===== config.mk =====
export PLATFORM = sky130hd
export DESIGN_NAME = alu_seq
export DESIGN_NICKNAME = d
export VERILOG_FILES = /design/src/rtl/alu_seq.sv
export SDC_FILE = /design/constraint.sdc
export NUM_CORES = 1
export LEC_CHECK = 0
export ABC_AREA = 1
export ABC_CLOCK_PERIOD_IN_PS = 8400
export CORE_MARGIN = 2
export CORE_UTILIZATION = 50
export CTS_BUF_LIST = sky130_fd_sc_hd__clkbuf_8
export CTS_CLUSTER_DIAMETER = 80
export DETAILED_ROUTE_END_ITERATION = 7
export HOLD_SLACK_MARGIN = 0.06
export PLACE_DENSITY = 0.7
export REMOVE_ABC_BUFFERS = 1
export SYNTH_ARGS = -nofsm -noshare
export SYNTH_HDL_FRONTEND = slang
export SYNTH_SLANG_ARGS = --single-unit

===== constraint.sdc =====
create_clock -name clk -period 8.4 [get_ports clk]
set_input_delay 2.52 -clock clk [delete_from_list [all_inputs] [get_ports clk]]
set_output_delay 2.52 -clock clk [all_outputs]
set_load 0.01 [all_outputs]

===== src/rtl/alu_seq.sv =====
// alu_seq: handshaked ALU with single-cycle logic/arithmetic ops and iterative
// multi-cycle MUL/DIV/REM (radix-2, one bit per cycle). One operation in flight.
//
// Ports:
//   clk, rst            clock (rising edge), asynchronous active-high reset
//   in_valid / in_ready operand handshake; a, b, alu_control sampled on accept
//   out_valid/out_ready result handshake; result, zero, illegal held while valid
//
// Optional feature: define ALU_SHIFT_EN to add SLL (0011), SRL (0100) and SRA (0101).
// Without it those opcodes report illegal.
module alu_seq #(
    parameter int unsigned WIDTH = 32
) (
    input  logic             clk,
    input  logic             rst,
    input  logic             in_valid,
    output logic             in_ready,
    input  logic [WIDTH-1:0] a,
    input  logic [WIDTH-1:0] b,
    input  logic [3:0]       alu_control,
    output logic             out_valid,
    input  logic             out_ready,
    output logic [WIDTH-1:0] result,
    output logic             zero,
    output logic             illegal
);

    localparam int unsigned CW = $clog2(WIDTH + 1);

    localparam logic [3:0] OP_AND = 4'b0000;
    localparam logic [3:0] OP_OR  = 4'b0001;
    localparam logic [3:0] OP_ADD = 4'b0010;
    localparam logic [3:0] OP_SUB = 4'b0110;
    localparam logic [3:0] OP_SLT = 4'b0111;
    localparam logic [3:0] OP_NOR = 4'b1100;
    localparam logic [3:0] OP_MUL = 4'b1000;
    localparam logic [3:0] OP_DIV = 4'b1001;
    localparam logic [3:0] OP_REM = 4'b1010;
`ifdef ALU_SHIFT_EN
    localparam logic [3:0] OP_SLL = 4'b0011;
    localparam logic [3:0] OP_SRL = 4'b0100;
    localparam logic [3:0] OP_SRA = 4'b0101;
    localparam int unsigned SW = $clog2(WIDTH);
`endif

    typedef enum logic [1:0] {IDLE, BUSY, DONE} state_t;

    state_t           state, state_nx;
    logic [WIDTH-1:0] a_q, b_q;
    logic [3:0]       op_q;
    // acc: product (MUL) or partial remainder (DIV/REM)
    // aux: shifting multiplier (MUL) or dividend/quotient (DIV/REM)
    logic [WIDTH-1:0] acc, aux;
    logic [CW-1:0]    cnt;

    logic             is_multi;
    logic             finish;
    logic [WIDTH:0]   rem_shift;
    logic             rem_ge;
    logic [WIDTH-1:0] rem_diff;
    logic [WIDTH-1:0] single_res;
    logic             single_ill;
    logic [WIDTH-1:0] final_res;
    logic             final_ill;

    assign is_multi  = (alu_control == OP_MUL) || (alu_control == OP_DIV) || (alu_control == OP_REM);
    assign finish    = (state == BUSY) && (cnt == '0);
    // Restoring-division step: bring down the next dividend bit and trial-subtract.
    // A zero divisor always subtracts, giving all-ones quotient and remainder = a.
    assign rem_shift = {acc, aux[WIDTH-1]};
    assign rem_ge    = rem_shift >= {1'b0, b_q};
    assign rem_diff  = rem_shift[WIDTH-1:0] - b_q;

`ifdef ALU_SHIFT_EN
    logic [SW-1:0] shamt;
    assign shamt = b_q[SW-1:0];
`endif

    // Single-cycle ops, evaluated from the latched operands
    always_comb begin
        single_res = '0;
        single_ill = 1'b0;
        case (op_q)
            OP_AND: single_res = a_q & b_q;
            OP_OR:  single_res = a_q | b_q;
            OP_ADD: single_res = a_q + b_q;
            OP_SUB: single_res = a_q - b_q;
            OP_SLT: single_res = {{(WIDTH-1){1'b0}}, ($signed(a_q) < $signed(b_q))};
            OP_NOR: single_res = ~(a_q | b_q);
`ifdef ALU_SHIFT_EN
            OP_SLL: single_res = a_q << shamt;
            OP_SRL: single_res = a_q >> shamt;
            OP_SRA: single_res = WIDTH'($unsigned($signed(a_q) >>> shamt));
`endif
            default: single_ill = 1'b1;
        endcase
    end

    // Select the value committed when the op finishes
    always_comb begin
        final_res = single_res;
        final_ill = single_ill;
        case (op_q)
            OP_MUL: begin final_res = acc; final_ill = 1'b0; end
            OP_DIV: begin final_res = aux; final_ill = 1'b0; end
            OP_REM: begin final_res = acc; final_ill = 1'b0; end
            default: ;
        endcase
    end

    // State register
    always_ff @(posedge clk or posedge rst) begin
        if (rst) state <= IDLE;
        else     state <= state_nx;
    end

    // Next state; single-cycle ops pass through BUSY with a zero count
    always_comb begin
        state_nx = state;
        case (state)
            IDLE:    if (in_valid)  state_nx = BUSY;
            BUSY:    if (cnt == '0) state_nx = DONE;
            DONE:    if (out_ready) state_nx = IDLE;
            default: state_nx = IDLE;
        endcase
    end

    // Datapath and registered outputs
    always_ff @(posedge clk or posedge rst) begin
        if (rst) begin
            in_ready  <= 1'b1;
            out_valid <= 1'b0;
            result    <= '0;
            zero      <= 1'b0;
            illegal   <= 1'b0;
            a_q       <= '0;
            b_q       <= '0;
            op_q      <= '0;
            acc       <= '0;
            aux       <= '0;
            cnt       <= '0;
        end else begin
            in_ready  <= (state_nx == IDLE);
            out_valid <= (state_nx == DONE);
            case (state)
                IDLE: if (in_valid) begin
                    a_q  <= a;
                    b_q  <= b;
                    op_q <= alu_control;
                    acc  <= '0;
                    aux  <= (alu_control == OP_MUL) ? b : a;
                    cnt  <= is_multi ? CW'(WIDTH) : '0;
                end
                BUSY: if (!finish) begin
                    cnt <= cnt - CW'(1);
                    if (op_q == OP_MUL) begin
                        // Shift-add: add the shifted multiplicand for each set multiplier bit
                        if (aux[0]) acc <= acc + a_q;
                        a_q <= a_q << 1;
                        aux <= aux >> 1;
                    end else if (rem_ge) begin
                        acc <= rem_diff;
                        aux <= {aux[WIDTH-2:0], 1'b1};
                    end else begin
                        acc <= rem_shift[WIDTH-1:0];
                        aux <= {aux[WIDTH-2:0], 1'b0};
                    end
                end else begin
                    result  <= final_res;
                    zero    <= (final_res == '0);
                    illegal <= final_ill;
                end
                default: ;
            endcase
        end
    end

endmodule


==> impl_metrics.json, run 1 <==
{
  "status": "complete, no violations",
  "die_area_sq_um": 39900,
  "nNetsFinal": 3385,
  "ant_nets": 0,
  "drv_slew": 0,
  "grt_max_degree": 105,
  "routed_wl_mm": 73.6,
  "grt_use_total_pct": 36.8,
  "syn_area_sq_um": 19200,
  "maxCapViolCount": 0,
  "final_util_pct": 55.6,
  "cp.required_ns": 8.78,
  "io_buffers": 107,
  "place_ws_ns": 3.09,
  "ff2ff_path_depth": 20,
  "setup_viol_count_final": 0,
  "place_hpwl_mm": 59.6,
  "startpoint": "in_valid",
  "core-area_sq_um": 37700,
  "worstMarginPinSlew_ns": 1.17,
  "htreeDepth": 4,
  "startpoint_type": "input port",
  "rsz0062_at_grt": "no",
  "syn_inst": 3105,
  "synth_enable_flop_cells": 0,
  "die_h_microns": 200,
  "reg2reg_to": "zero",
  "tns_ns": 0,
  "finalClockSkew_ns": 0.0203,
  "grt_pass1_wl_mm": 110,
  "root_buffer": "clkbuf_8",
  "cp.arrival_ns": 5.25,
  "cts_num_sinks": 176,
  "cts_buffer_depth": 2,
  "drt_first_pass_iters": 6,
  "grt-ovfl-total": 0,
  "routedWlPerCell_microns": 20.1,
  "yosysSeqAreaShare_pct": 23.0,
  "worst_slack_ns": 3.53,
  "synth_cell_types": 60,
  "multi_input_area_sq_um": 12300,
  "fin_crit_ns": 4.87,
  "worstSetupPathType": "in2reg",
  "drc": 0,
  "cts_setup_buffers": 0,
  "crit_fanout": 71,
  "crit_path_end_kind": "flop",
  "fmax_ghz": 0.205,
  "hold_viol": 0,
  "vias": 21400,
  "synthArstFlopShare_pct": 100,
  "drive_gt1_share_pct": 3.49,
  "ios": 108,
  "drt_iter0_drc": 2336,
  "synth-main-ff-cell": "dfrtp_1",
  "yosysWarnings": 0,
  "viasPerCell": 5.85,
  "nFillCells": 3824,
  "antenna_found_initial": 1,
  "tritoncts": "built",
  "initial_core_util_pct": 50.9,
  "holdWs_ns": 0.485,
  "timing.rr.start": "b_q[0]",
  "ys_seq_elements": 176,
  "cts.clk_slew.worst_paths_ns": 0.11,
  "timing.slew.headroom_pct": 21.3,
  "clk_latency_ns": 0.49,
  "critical_path.endpoint": "acc[21]",
  "cts_buffers": 17,
  "hp-class": "reg2reg",
  "die_x_microns": 200,
  "postCtsResizedCells": 0,
  "antenna_cells": 0,
  "syn2layout_area_growth_pct": 9.17,
  "fin_crit_sh_pct": 58.0,
  "cts_hold_buf": 0,
  "r2r_slack_ns": 4.56,
  "grt_pass1_vias": 19500,
  "gp_congestion": 1.04,
  "register_area_sq_um": 4410,
  "std_cell_rows": 71,
  "syn_area_per_cell_sq_um": 6.17
}
[worst max-delay path: stages]
cell             delay, ns
clkdlybuf4s50_1       0.41
nand2_2               0.06
buf_4                 0.52
inv_2                 0.20
nor2_4                0.34
a31oi_4               0.05
buf_4                 0.25
nand2_2               0.26
inv_2                 0.25
nand2_1               0.14
a21oi_1               0.04
o21ai_1               0.09
o21ai_1               0.07
[state kept, by name, indices dropped and copies added, names as in the netlist]
register	cells
op_q	4
acc	32
in_ready	1
a_q	32
result	32
illegal	1
zero	1
aux	32
b_q	32
out_valid	1
cnt	6
state	2
[cells by family (layout without fill, tap and decap cells)]
family / count (synthesis) / count (layout) / synth area share, %
AO/OA/AOI/OAI: 639 / 639 / 19.1
XOR/XNOR: 33 / 33 / 1.51
adder cells (fa/ha/maj): 177 / 177 / 11.7
buffers and inverters: 626 / 670 / 12.7
flip-flops: 176 / 176 / 23.0
AND/OR/NAND/NOR: 1454 / 1454 / 32.0
[stage by stage]
| step | cell area (sq um) | instances |
|---|---|---|
| detailed placement | 20500 | 3628 |
| finish | 20900 | 3660 |
| CTS | 20900 | 3660 |
| floorplan | 18700 | 2994 |
| global route | 20900 | 3660 |
| global placement | 20500 | 3628 |
[cell usage in the layout (no fill, tap or decap), types with 5 or more instances in the layout]
| cell | count |
|---|---|
| a221oi_1 | 7 |
| o21ai_0 | 199 |
| buf_4 | 16 |
| dfrtp_1 | 175 |
| inv_2 | 20 |
| clkbuf_8 | 17 |
| inv_6 | 5 |
| o21bai_1 | 16 |
| nand4_1 | 68 |
| xnor2_1 | 11 |
| o211ai_1 | 58 |
| o22ai_1 | 65 |
| or2_2 | 5 |
| nor4_1 | 5 |
| nor3_1 | 18 |
| nand3b_1 | 6 |
| xor2_1 | 22 |
| a31oi_1 | 28 |
| o21ai_1 | 43 |
| a21oi_1 | 187 |
| nand2_1 | 818 |
| nand3_1 | 216 |
| nand2_2 | 8 |
| inv_1 | 490 |
| nor2_1 | 287 |
| ha_1 | 173 |
| clkdlybuf4s50_1 | 107 |
| a21o_1 | 12 |
[worst min-delay path by stage]
stage	endpoint	cells past startpoint	from
after global routing	zero	2	zero
after global placement	result[29]	2	result[29]
final	result[9]	2	result[9]
after detailed placement	result[19]	2	result[19]
after floorplan	cnt[0]	1	cnt[0]
after CTS	result[29]	2	result[29]
[synth_stat cells, drive strengths merged (5+ instances only)]
cell type | instances | area [sq um]
a21o | 12 | 90.1
a21oi | 189 | 953
a221oi | 7 | 61.3
a31oi | 29 | 196
buf | 58 | 307
clkbuf | 53 | 199
dfrtp | 175 | 4380
ha | 173 | 2160
inv | 512 | 1920
nand2 | 830 | 3170
nand3 | 217 | 1090
nand3b | 6 | 45.0
nand4 | 68 | 425
nor2 | 295 | 1150
nor3 | 20 | 116
nor4 | 6 | 52.6
o211ai | 59 | 448
o21ai | 243 | 1220
o21bai | 17 | 131
o22ai | 65 | 407
or2 | 5 | 31.3
xnor2 | 11 | 96.3
xor2 | 22 | 193
[metal layers]
metal | part of all wire (%) | track usage, % | routed length (microns) | vias to the layer above
li1 | - | - | - | 10200
met3 | 10 | 7.54 | 7680 | 141
met5 | 0.023 | 0 | 17 | -
met2 | 43 | 56.9 | 31800 | 1130
met1 | 42 | 50.0 | 31000 | 9948
met4 | 4.2 | 15.5 | 3100 | 2
[area by class of cell]
class	count	area share [%]
Sequential cell	176	21.1
Timing Repair Buffer	123	5.69
Tap cell	511	3.06
Multi-Input combinational cell	2303	59.0
Clock buffer	17	1.12
Clock inverter	15	0.819
Inverter	515	9.29
Power of run 1 is not shown: default switching activity piles up to over one toggle a cycle in this logic, so the estimate is an artifact.
==> run 2, diff against run 1 <==
--- a/config.mk
+++ b/config.mk
@@ -6,7 +6,7 @@
 export NUM_CORES = 1
 export LEC_CHECK = 0
 export ABC_AREA = 1
-export ABC_CLOCK_PERIOD_IN_PS = 8400
+export ABC_CLOCK_PERIOD_IN_PS = 4970
 export CORE_MARGIN = 2
 export CORE_UTILIZATION = 50
 export CTS_BUF_LIST = sky130_fd_sc_hd__clkbuf_8
==> constraint.sdc (replaced) <==
create_clock -name clk -period 4.97 [get_ports clk]
set_input_delay 1.491 -clock clk [delete_from_list [all_inputs] [get_ports clk]]
set_output_delay 1.491 -clock clk [all_outputs]
set_load 0.01 [all_outputs]
==> impl_metrics.json, run 2 (synthesis gave the netlist of run 1 again) <==
{
  "status": "complete, no violations",
  "multi_input_area_sq_um": 12300,
  "cp.required_ns": 5.46,
  "tritoncts": "built",
  "cts.clk_slew.worst_paths_ns": 0.11,
  "drv_slew": 0,
  "fin_crit_ns": 3.46,
  "htreeDepth": 4,
  "register_area_sq_um": 4410,
  "core-area_sq_um": 37700,
  "initial_core_util_pct": 50.9,
  "ios": 108,
  "hold_viol": 0,
  "busiest_layer": "met2",
  "hp-start": "result[18]",
  "viasPerCell": 5.88,
  "grt_pass1_vias": 19600,
  "crit_chain": "inv_1 -> fa_1 -> inv_1 -> nand2_1 -> o21ai_1 -> nand2_1 -> nand2_1 -> nand2_1 -> nand3_1 -> nand4_1 -> nor2_1 -> nand3_1 -> nor2_1 -> nand3_1 -> nor2_1 -> nand2_1 -> nand2_1",
  "maxCapViolCount": 0,
  "final_area_sq_um": 20900,
  "rsz0062_at_grt": "no",
  "cts_buffers": 17,
  "mostFrequentLayoutCells": "818 x nand2_1, 490 x inv_1, 287 x nor2_1",
  "crit_path_end_kind": "flop",
  "die_x_microns": 200,
  "drive_gt1_share_pct": 3.49,
  "place_area_sq_um": 20500,
  "grt_max_degree": 80,
  "place_hpwl_mm": 62.7,
  "ant_nets": 0,
  "die_area_sq_um": 39900,
  "routedWlPerCell_microns": 20.9,
  "worstMarginPinSlew_ns": 1.15,
  "nFillCells": 3873,
  "vias": 21500,
  "cp_slowest_cell": "dfrtp_1",
  "postCtsResizedCells": 0,
  "drt_iter0_drc": 2463,
  "fmax_ghz": 0.289,
  "grt_pass1_wl_mm": 114,
  "grt_use_total_pct": 38.5,
  "worstSetupPathType": "reg2reg",
  "cts_buffer_depth": 2,
  "met2_usage_pct": 58.8,
  "routed_wl_mm": 76.6,
  "startpoint_type": "flop",
  "die_h_microns": 200,
  "hp-class": "reg2reg",
  "timing.slew.headroom_pct": 23.0,
  "mostFrequentLayoutCell": "nand2_1",
  "cts_hold_buf": 0,
  "finalClockSkew_ns": 0.0240,
  "timing.rr.start": "a_q[1]",
  "r2r_slack_ns": 1.51,
  "cts_setup_buffers": 0,
  "nNetsFinal": 3385,
  "cts_num_sinks": 176,
  "met1_usage_pct": 52.2,
  "gp_congestion": 1.03,
  "drc": 0,
  "reg2reg_to": "zero",
  "path_common_cell": "nand2_1",
  "drt_first_pass_iters": 8,
  "holdWs_ns": 0.486,
  "cp.arrival_ns": 3.95,
  "min_to": "result[18]",
  "fin_crit_sh_pct": 69.6,
  "grt_use_met3_pct": 7.86,
  "antenna_found_initial": 1,
  "std_cell_rows": 71,
  "syn2layout_area_growth_pct": 9.24,
  "io_buffers": 107,
  "setup_viol_count_final": 0,
  "crit_fanout": 5,
  "root_buffer": "clkbuf_8",
  "clk_latency_ns": 0.56,
  "holdPathStages": 2,
  "cpPeakStageDelay_ns": 0.62,
  "ff2ff_path_depth": 17,
  "grt-ovfl-total": 0
}
==> run 2: cell type report <==
type	count	share of cell area, %
Clock inverter	15	0.789
Tap cell	511	3.05
Timing Repair Buffer	123	5.75
Multi-Input combinational cell	2303	59.0
Clock buffer	17	1.12
Antenna cell	1	0.0120
Inverter	515	9.28
Sequential cell	176	21.0
==> run 2: layer usage <==
| metal | part of all wire, % | wire length [microns] | vias up |
|---|---|---|---|
| met1 | 43 | 32900 | 10100 |
| met5 | 0 | 0 | - |
| met2 | 43 | 32600 | 1076 |
| li1 | - | - | 10200 |
| met3 | 9.8 | 7490 | 172 |
| met4 | 4.6 | 3500 | 0 |
==> run 2: metrics by stage <==
| stage | std cells | worst slack (ns) | TNS [ns] | util (%) |
|---|---|---|---|---|
| after floorplan | 2994 | -1.34 | -265.43 | - |
| after global placement | 3628 | 1.23 | 0 | 54.5 |
| after detailed placement | 3628 | 1.15 | 0 | 54.5 |
| after CTS | 3660 | 1.66 | 0 | 55.6 |
| after global routing | 3660 | 1.39 | 0 | 55.6 |
| final | 3661 | 1.51 | 0 | 55.6 |
==> run 2: worst max path at each step <==
stage	to	startpoint	slack (ns)	cells past startpoint
after global routing	zero	a_q[8]	1.39	18
after floorplan	illegal	state[0]	-1.34	6
after global placement	acc[5]	in_valid	1.23	11
after CTS	acc[28]	aux[31]	1.66	18
final	zero	a_q[1]	1.51	17
after detailed placement	acc[5]	in_valid	1.15	11
==> run 2: worst max-delay path: cells and delay by family, from the launching register on <==
family,cells,cell delay [ns]
simple gates,13,1.63
flops,1,0.62
fa+ha+maj,1,0.51
buf+inv,2,0.36
compound gates,1,0.29
Power of run 2 is left out for the same reason.
